File: config.mk
export PLATFORM = sky130hd
export DESIGN_NAME = io_tile_shadow_top
export DESIGN_NICKNAME = d
export VERILOG_FILES = /design/src/rtl/kfpga_config_pkg.sv /design/src/rtl/io_crossbar.sv /design/src/rtl/io_tile_shadow_top.sv
export SDC_FILE = /design/constraint.sdc
export NUM_CORES = 1
export LEC_CHECK = 0
export ABC_AREA = 1
export CORE_ASPECT_RATIO = 0.5
export CORE_UTILIZATION = 55
export DETAILED_ROUTE_END_ITERATION = 10
export PLACE_DENSITY = 0.78
export SYNTH_ARGS = -nofsm -noshare
export SYNTH_HDL_FRONTEND = slang
export SYNTH_SLANG_ARGS = --single-unit
File: constraint.sdc
create_clock -name config_clock -period 3.5 [get_ports config_clock]
set_input_delay 0.525 -clock config_clock [delete_from_list [all_inputs] [get_ports config_clock]]
set_output_delay 0.525 -clock config_clock [all_outputs]
set_load 0.005 [all_outputs]
File: src/rtl/kfpga_config_pkg.sv
// Shared configuration-chain types and helpers for the kfpga tile tops.
package kfpga_config_pkg;

  typedef enum logic [1:0] {
    IDLE  = 2'd0,
    CHECK = 2'd1,
    APPLY = 2'd2
  } cfg_state_t;

  // Widest chain any tile may present; narrower chains are zero-extended.
  localparam int CHAIN_MAX = 1024;

  function automatic logic chain_parity(input logic [CHAIN_MAX-1:0] bits);
    return ^bits;
  endfunction

endpackage

File: src/rtl/io_crossbar.sv
// Pad/track AND-OR routing crossbar, outputs held low until a configuration is committed.
module io_crossbar #(
  parameter int IO_PADS   = 4,
  parameter int IC_TRACKS = 6
) (
  input  logic [IO_PADS*IC_TRACKS-1:0] active,
  input  logic                         valid,
  input  logic [IO_PADS-1:0]           data_from_io,
  input  logic [IC_TRACKS-1:0]         data_from_ic,
  output logic [IO_PADS-1:0]           data_to_io,
  output logic [IC_TRACKS-1:0]         data_to_ic
);

  logic [IO_PADS-1:0]   to_io_raw;
  logic [IC_TRACKS-1:0] to_ic_raw;

  // Bit p*IC_TRACKS+t connects pad p with track t in both directions.
  always_comb begin
    to_io_raw = '0;
    to_ic_raw = '0;
    for (int p = 0; p < IO_PADS; p++) begin
      for (int t = 0; t < IC_TRACKS; t++) begin
        to_io_raw[p] = to_io_raw[p] | (active[p*IC_TRACKS+t] & data_from_ic[t]);
        to_ic_raw[t] = to_ic_raw[t] | (active[p*IC_TRACKS+t] & data_from_io[p]);
      end
    end
  end

  assign data_to_io = valid ? to_io_raw : '0;
  assign data_to_ic = valid ? to_ic_raw : '0;

endmodule

File: src/rtl/io_tile_shadow_top.sv
// IO tile: serial config chain segment, parity-checked shadow->active commit, routing crossbar.
//   state | meaning
//   IDLE  | chain may shift; a commit without shift enable starts a check
//   CHECK | parity of the frozen chain is judged; failure returns here with error
//   APPLY | shadow bits copied into the active register
import kfpga_config_pkg::*;

module io_tile_shadow_top #(
  parameter int IO_PADS   = 4,
  parameter int IC_TRACKS = 6
) (
  input  logic                 config_clock,
  input  logic                 config_nreset,
  input  logic                 config_in,
  output logic                 config_out,
  input  logic                 config_enable,
  input  logic                 config_commit,
  output logic                 config_busy,
  output logic                 config_valid,
  output logic                 config_error,
  input  logic [IO_PADS-1:0]   data_from_io,
  output logic [IO_PADS-1:0]   data_to_io,
  input  logic [IC_TRACKS-1:0] data_from_ic,
  output logic [IC_TRACKS-1:0] data_to_ic
);

  localparam int CONFIG_WIDTH = IO_PADS * IC_TRACKS;
  localparam int CHAIN_WIDTH  = CONFIG_WIDTH + 1;

  cfg_state_t              state, state_next;
  logic [CHAIN_WIDTH-1:0]  sr;
  logic [CONFIG_WIDTH-1:0] active;
  logic                    parity_ok;
  logic                    shift_en, capture, fail, apply;

  always_ff @(posedge config_clock) begin
    if (!config_nreset) state <= IDLE;
    else                state <= state_next;
  end

  always_comb begin
    state_next = state;
    case (state)
      IDLE:    if (config_commit && !config_enable) state_next = CHECK;
      CHECK:   state_next = parity_ok ? APPLY : IDLE;
      APPLY:   state_next = IDLE;
      default: state_next = IDLE;
    endcase
  end

  always_comb begin
    config_busy = (state != IDLE);
    shift_en    = (state == IDLE) && config_enable;
    capture     = (state == IDLE) && config_commit && !config_enable;
    fail        = (state == CHECK) && !parity_ok;
    apply       = (state == APPLY);
  end

  // Reset has priority over APPLY, so an interrupted commit never touches active.
  always_ff @(posedge config_clock) begin
    if (!config_nreset) begin
      sr           <= '0;
      active       <= '0;
      parity_ok    <= 1'b0;
      config_valid <= 1'b0;
      config_error <= 1'b0;
    end else begin
      if (shift_en) sr <= {sr[CHAIN_WIDTH-2:0], config_in};
      if (capture)  parity_ok <= chain_parity(CHAIN_MAX'(sr));
      if (fail)     config_error <= 1'b1;
      if (apply) begin
        active       <= sr[CONFIG_WIDTH-1:0];
        config_valid <= 1'b1;
        config_error <= 1'b0;
      end
    end
  end

  assign config_out = sr[CHAIN_WIDTH-1];

  io_crossbar #(
    .IO_PADS  (IO_PADS),
    .IC_TRACKS(IC_TRACKS)
  ) u_xbar (
    .active      (active),
    .valid       (config_valid),
    .data_from_io(data_from_io),
    .data_from_ic(data_from_ic),
    .data_to_io  (data_to_io),
    .data_to_ic  (data_to_ic)
  );

endmodule

# [Word-level counts from Yosys, hierarchy flattened]
# Index checks and enable logic that the tools add are counted.
[word_totals] word_cells=112 in_bits=15 ff_bits=54 out_inout_bits=14
[op_classes] reduce_logical=11 muxes=5 n_eq_ne=3 bitwise_logic=87
[ops] op="$reduce_xor A1024 Y1" count=1
[ops] op="$and A1 B1 Y1" count=48
[ops] op="$or A1 B1 Y1" count=38
[ops] op="$mux W6" count=1
[ops] op="$logic_and A1 B1 Y1" count=5
[ops] op="$mux W2" count=2
[ops] op="$mux W4" count=1
[ops] op="$pmux W2 S2" count=1
[ops] op="$eq A2 B1 Y1 const B" count=1
[ops] op="$eq A2 B2 Y1 const B" count=1
[ops] op="$logic_not A1 Y1" count=2
[ops] op="$logic_not A2 Y1" count=1
[ops] op="$ne A2 B2 Y1 const B" count=1
[ops] op="$reduce_bool A2 Y1" count=1
[ops] op="$reduce_or A2 Y1" count=1
[ops] op="$not A1 Y1" count=1

# [Logic depth before layout (Yosys ltp)]
[logic_depth] word_depth=7 depth_mapped=14 depth_no_buf=14

# [Modules after synthesis]
# From an unflattened synthesis, not the netlist that was laid out.
[hier_totals] cells_unflattened=420 area_unflattened_um2=2667.6
[modules_own_cells] mod="io_tile_shadow_top" seq_area_each_um2=1081.0 instances=1 cells_per_inst=335 area_each_um2=2313.5
[modules_own_cells] mod="io_crossbar" seq_area_each_um2=0.0 instances=1 cells_per_inst=85 area_each_um2=354.1

# [Worst setup path before layout]
# Ideal clock, no wire load.
[synth_timing] path_kind="input port to output port" from="input data_from_ic[1]" to="output data_to_io[0]" stages=4 setup_slack_ns=2.039 arrival_ns=0.936 cell_sequence="nand2_1 > nand3_1 > a221oi_1 > a21oi_1"
[synth_between] elab_chain_cells=7
[synth_lines] item="start: declaration" line="io_tile_shadow_top.sv:23" rtl="input logic [IC_TRACKS-1:0] data_from_ic,"
[synth_lines] item="$and A1 B1 Y1" line="io_crossbar.sv:23" rtl="to_io_raw[p] = to_io_raw[p] | (active[p*IC_TRACKS+t] & data_from_ic[t]);"
[synth_lines] item="$or A1 B1 Y1 (5 in series)" line="io_crossbar.sv:23"
[synth_lines] item="$mux W4" line="io_crossbar.sv:29" rtl="assign data_to_io = valid ? to_io_raw : '0;"
[synth_lines] item="end: declaration" line="io_tile_shadow_top.sv:22" rtl="output logic [IO_PADS-1:0] data_to_io,"
# Every way passes these cells.

# [Final worst setup path]
[layout_timing] from="input data_from_ic[5]" to="output data_to_io[3]"
[layout_between] elab_chain_cells=3
[layout_lines] item="$and A1 B1 Y1" line="io_crossbar.sv:23"
[layout_lines] item="$or A1 B1 Y1" line="io_crossbar.sv:23"
[layout_lines] item="$mux W4" line="io_crossbar.sv:29"
# Every way passes these cells.

==> key figures <==
Status
  • Status: complete, no violations

Timing
  • Setup Skew: 0.00216 ns
  • Final setup TNS: 0 ns
  • Peak Freq: 394 MHz
  • Setup Viol. Count Final: 0
  • Worst-margin pin slew: 0.420 ns
  • Hold Vio Cnt, Final: 0
  • Final Slew Violations: 0
  • Final Critical Period: 2.54 ns
  • Hold Slack: 0.480 ns
  • RSZ-0062 raised after global routing: no
  • Slew margin rel.: 72.0%
  • Period utilization: 72.6%

Die
  • Core Rows: 17
  • Die height: between 50 and 60 microns
  • Die W: between 100 and 150 microns
  • Die ar.: approximately 5100 sq um
  • Initial Util: 58.8%
  • Core Region: 4510 sq um
  • I/O pin count: 29

Cells and area
  • Layout Nets: between 400 and 500
  • # diodes: 0
  • Layout area overhead: 16.4%
  • Ratio of cells with drive above 1 in the final layout: 6.93%

Route
  • WL per Instance: 12.8 microns
  • Post-route ant nets: 0
  • DRT iter0 DRCs: 203
  • Total number of vias: between 2000 and 3000
  • TritonRoute pass-1 iters: 5
  • Drt total wl: 6.41 mm
  • Drt drc: 0
  • Via density: 5.40

Setup path
  • CP Capture Type: output port
  • Worst EP required: 2.97 ns
  • Crit Path Class: primary input to output port
  • Critical Path Fanout Max: 4
  • Worst setup SP type: primary input
  • Critical path arrival: 2.02 ns

Clock tree
  • CTS tree: built
  • H-tree Lvls: 2
  • Hold buffers post-CTS: 0
  • Postcts setup bufs: 0
  • Cts repair resizes: 0
  • Clk slew on worst S/H paths: 0.09 ns
  • Worst-skew pair later-pin latency: 0.31 ns
  • Clk buf depth: 2
  • Clock sinks: 54
  • Clk root buf: clkbuf_8
  • CTS Buf Count: 5

Placed design
  • Final HPWL DP: between 4 and 5 mm
  • RD Place Congestion: 0.931
  • Port Buffers: 28

Global routing
  • Initial antenna violation count: 0
  • GRT Util Overall: 26.8%
  • Vias in the first global route: 2322
  • Pin count of the biggest net entering global routing: 51
  • First-pass GRT wire length: 10.5 mm
  • Grt ovf: 0

Power and ir drop
  • Power Density: 428 nW/um^2
  • Worst VDD drop: 0.239 mV
  • Leakage: 1.31 nW

Logic synthesis
  • Syn Nets: approximately 420
  • Synth Register Bits: 54
  • Distinct cells, synth: 20
  • Cells after Synth: 409
  • Sequential area share after synthesis: 40.8%
  • Syn avg cell area: approximately 6.5 sq um
  • Yosys warnings: 0
  • Mapped cell area: around 2700 sq um

Worst hold path
  • Min-Delay Path Class: flop to flop

Flow run
  • Max_cap viols: 0
==> final cells by class <==
| class | count | area, sq um |
|---|---|---|
| fillers | 401 | 1430 |
| inverters | 40 | 150 |
| flip-flops and latches | 54 | 1080 |
| multi-input cells | 300 | 1360 |
| clock buffers | 6 | 72.6 |
| repair buffers | 31 | 303 |
| well taps | 66 | 82.6 |
| clock inverters | 2 | 37.5 |
==> layer usage <==
metal	track usage, %	share of wire, %	vias to the layer above
met5	0	0	-
met4	8.21	1.5	0
met3	5.61	6.2	16
met2	44.3	45	69
met1	35.5	47	1236
li1	-	-	1373
==> cells by family (layout without fill, tap and decap cells) <==
kind of cell | after synthesis | after routing | share of synthesized area, %
buffers and inverters | 55 | 79 | 8.07
AO/OA/AOI/OAI | 112 | 112 | 22.7
flip-flops | 54 | 54 | 40.8
XOR/XNOR | 2 | 2 | 0.661
AND/OR/NAND/NOR | 186 | 186 | 27.8
==> cell usage after synthesis <==
| master | n | area (sq um) |
|---|---|---|
| a211oi_1 | 1 | 7.51 |
| a21oi_1 | 52 | 260 |
| a221oi_1 | 4 | 35.0 |
| a41oi_1 | 6 | 52.6 |
| buf_1 | 1 | 3.75 |
| buf_2 | 6 | 30.0 |
| clkbuf_1 | 8 | 30.0 |
| dfxtp_1 | 54 | 1080 |
| inv_1 | 27 | 101 |
| inv_2 | 13 | 48.8 |
| nand2_1 | 155 | 582 |
| nand2_2 | 4 | 25.0 |
| nand2_4 | 1 | 11.3 |
| nand3_1 | 11 | 55.1 |
| nor2_1 | 14 | 52.6 |
| nor2_4 | 1 | 11.3 |
| o21ai_0 | 39 | 195 |
| o21ai_1 | 10 | 50.1 |
| xnor2_1 | 1 | 8.76 |
| xor2_1 | 1 | 8.76 |
==> power by group <==
group	total (mW)	switching (mW)	internal, mW
combinational	0.234	0.148	0.0853
sequential	0.668	0.0270	0.641
clock	0.418	0.204	0.214
==> worst paths after layout <==
| kind | startpoint | to | slack, ns | cells past startpoint |
|---|---|---|---|---|
| worst max-delay path | data_from_ic[5] | data_to_io[3] | 0.96 | 6 |
| worst min-delay path | parity_ok | state[1] | 0.48 | 2 |
| worst max register to register | state[0] | sr[3] | 1.90 | 6 |
| worst min register to register | parity_ok | state[1] | 0.48 | 2 |
==> registers in the layout, indices dropped and copies added, names as in the netlist <==
register / count
sr: 25
active: 24
state: 2
config_error: 1
config_valid: 1
parity_ok: 1
==> stage by stage <==
stage	std cells	power (mW)	utilization, %	cell area (sq um)	setup slack (ns)
floorplan	409	0.842	-	2650	2.04
global placement	491	0.899	66.0	2970	1.01
detailed placement	491	0.913	66.0	2970	0.987
CTS	499	1.33	68.4	3080	0.982
global route	499	1.39	68.4	3080	0.872
finish	499	1.32	68.4	3080	0.959
==> worst max-delay path, cell delays in order <==
cell and delay (ns):
clkdlybuf4s50_1 0.51, nand2_1 0.11, nand3_1 0.08, a221oi_1 0.20
a21oi_1 0.11, clkdlybuf4s50_1 0.48
==> layout by cell type (no fill, tap or decap) <==
| cell | count |
|---|---|
| inv_1 | 27 |
| nor2_4 | 1 |
| nor2_1 | 13 |
| nand3_1 | 11 |
| o21ai_0 | 39 |
| clkinvlp_4 | 1 |
| clkdlybuf4s50_1 | 28 |
| a211oi_1 | 1 |
| dfxtp_1 | 54 |
| bufinv_16 | 1 |
| a221oi_1 | 4 |
| a21oi_1 | 52 |
| inv_2 | 13 |
| o21ai_1 | 10 |
| clkbuf_8 | 5 |
| clkbuf_1 | 1 |
| xor2_1 | 1 |
| nor2_2 | 1 |
| buf_4 | 3 |
| a41oi_1 | 6 |
| nand2_2 | 4 |
| nand2_4 | 1 |
| xnor2_1 | 1 |
| nand2_1 | 155 |
(Power assumes the default switching activity.)
==> edit (config.mk and constraints unchanged) <==
Register the output `data_to_io`; this adds one clock of latency there. The other outputs are not delayed to match.
--- a/src/rtl/io_tile_shadow_top.sv
+++ b/src/rtl/io_tile_shadow_top.sv
@@ -28,2 +28,4 @@
   localparam int CHAIN_WIDTH  = CONFIG_WIDTH + 1;
+
+  logic [IO_PADS-1:0] data_to_io_d;
 
@@ -88,3 +90,3 @@
     .data_from_ic(data_from_ic),
-    .data_to_io  (data_to_io),
+    .data_to_io  (data_to_io_d),
     .data_to_ic  (data_to_ic)
@@ -92,2 +94,6 @@
 
+  always_ff @(posedge config_clock) begin
+    data_to_io <= data_to_io_d;
+  end
+
 endmodule
Function: changed (Yosys sat finds a counterexample within 10 cycles, from zero or initial values and one cycle with config_nreset low).
==> edit against the original RTL <==
  * Sequential share of layout area grew 1.2 points
  * Worst setup slack better by 0.0060 ns
  * Worst hold slack gained 0.012 ns
  * Power rose by 18%
  * Sequential cell count is 4 higher
  * Global-route usage is 3.0 points higher
  * Area after synthesis rose by 1.4%
  * Routed wire length is 9.1% higher
  * Cell area is 4.0% higher
==> edit: results (changes against the original RTL) <==
metric	value	unit	change
via_per_inst	5.41		+0.29%
crit_fanout	6		+2
synth.cells.most_frequent	143 x nand2_1, 58 x dfxtp_1, 48 x a21oi_1		
drive_above_1_share	0.107		+0.0374
leakage	0.00136	uW	+3.3%
p_int	1130	uW	+20%
pre_cts_slack	0.986	ns	-0.00112 ns
wire_per_inst	14.1	microns	+9.5%
relSlewSlack	0.723		+0.00350
grt_pass1_vias	2466		+6.2%
fill_cells	393		-2.0%
gp_congestion	0.838		-10%
routed_wl	6990	microns	+9.1%
top_regs	sr (25), active (24), data_to_io (4)		
synth_xor_area_frac	0.00652		-0.0000923
status	complete, no violations		
clock_latency	0.34	ns	+0.03 ns
setup_ws	0.965	ns	+0.00599 ns
dp.cells	483		-1.6%
syn_avg_cell_area	6.72	sq um	+3.7%
htree_levels	3		+1
placed_area	0.00302	sq mm	+1.4%
grt_usage	0.298		+0.0300
ys_types	21		+5.0%
grt_max_degree	53		+3.9%
clk_pin_slew	0.06	ns	-0.03 ns
first_iter_violations	136		-33%
cpPeakStageDelay	0.60	ns	+0.09 ns
edit: cell families (layout without fill, tap and decap cells):
family | count (synthesis) | count (layout)
and+or+nand+nor | 180 | 180
buffers and inverters | 50 | 81
xor gates and xnor gates | 2 | 2
DFF | 58 | 58
AOI/OAI and AO/OA | 110 | 110
edit: power groups by stage:
stage | logic, uW | clock network [uW] | registers [uW]
after floorplan | 162 | 0 | 723
after detailed placement | 228 | 0 | 729
after CTS | 231 | 617 | 715
after global routing | 267 | 643 | 719
final | 235 | 607 | 716
after global placement | 219 | 0 | 728
edit: worst min-delay path, stage by stage (launching register included):
cell,delay (ns)
dfxtp_1,0.32
nand3_1,0.09
nor2_1,0.04
edit: worst paths after layout:
check                       start  slack (ns)             to  cells past startpoint
setup / recovery  data_from_io[3]        0.97  data_to_ic[2]                      4
hold / removal          parity_ok        0.49       state[1]                      2
setup reg to reg         state[0]        2.02          sr[7]                      6
hold reg to reg         parity_ok        0.49       state[1]                      2
edit: cell type report:
class | count | area, sq um | area share
Clock inverter | 3 | 40.0 | 0.0125
Inverter | 36 | 135 | 0.0421
Timing Repair Buffer | 31 | 303 | 0.0944
Clock buffer | 11 | 151 | 0.0472
Multi-Input combinational cell | 292 | 1330 | 0.416
Sequential cell | 58 | 1160 | 0.362
Tap cell | 66 | 82.6 | 0.0258
edit: per-layer routing:
metal,global-route usage,wire length [microns]
met2,0.490,3140
met3,0.0999,475
met4,0.0845,41
met5,0,0
met1,0.376,3330
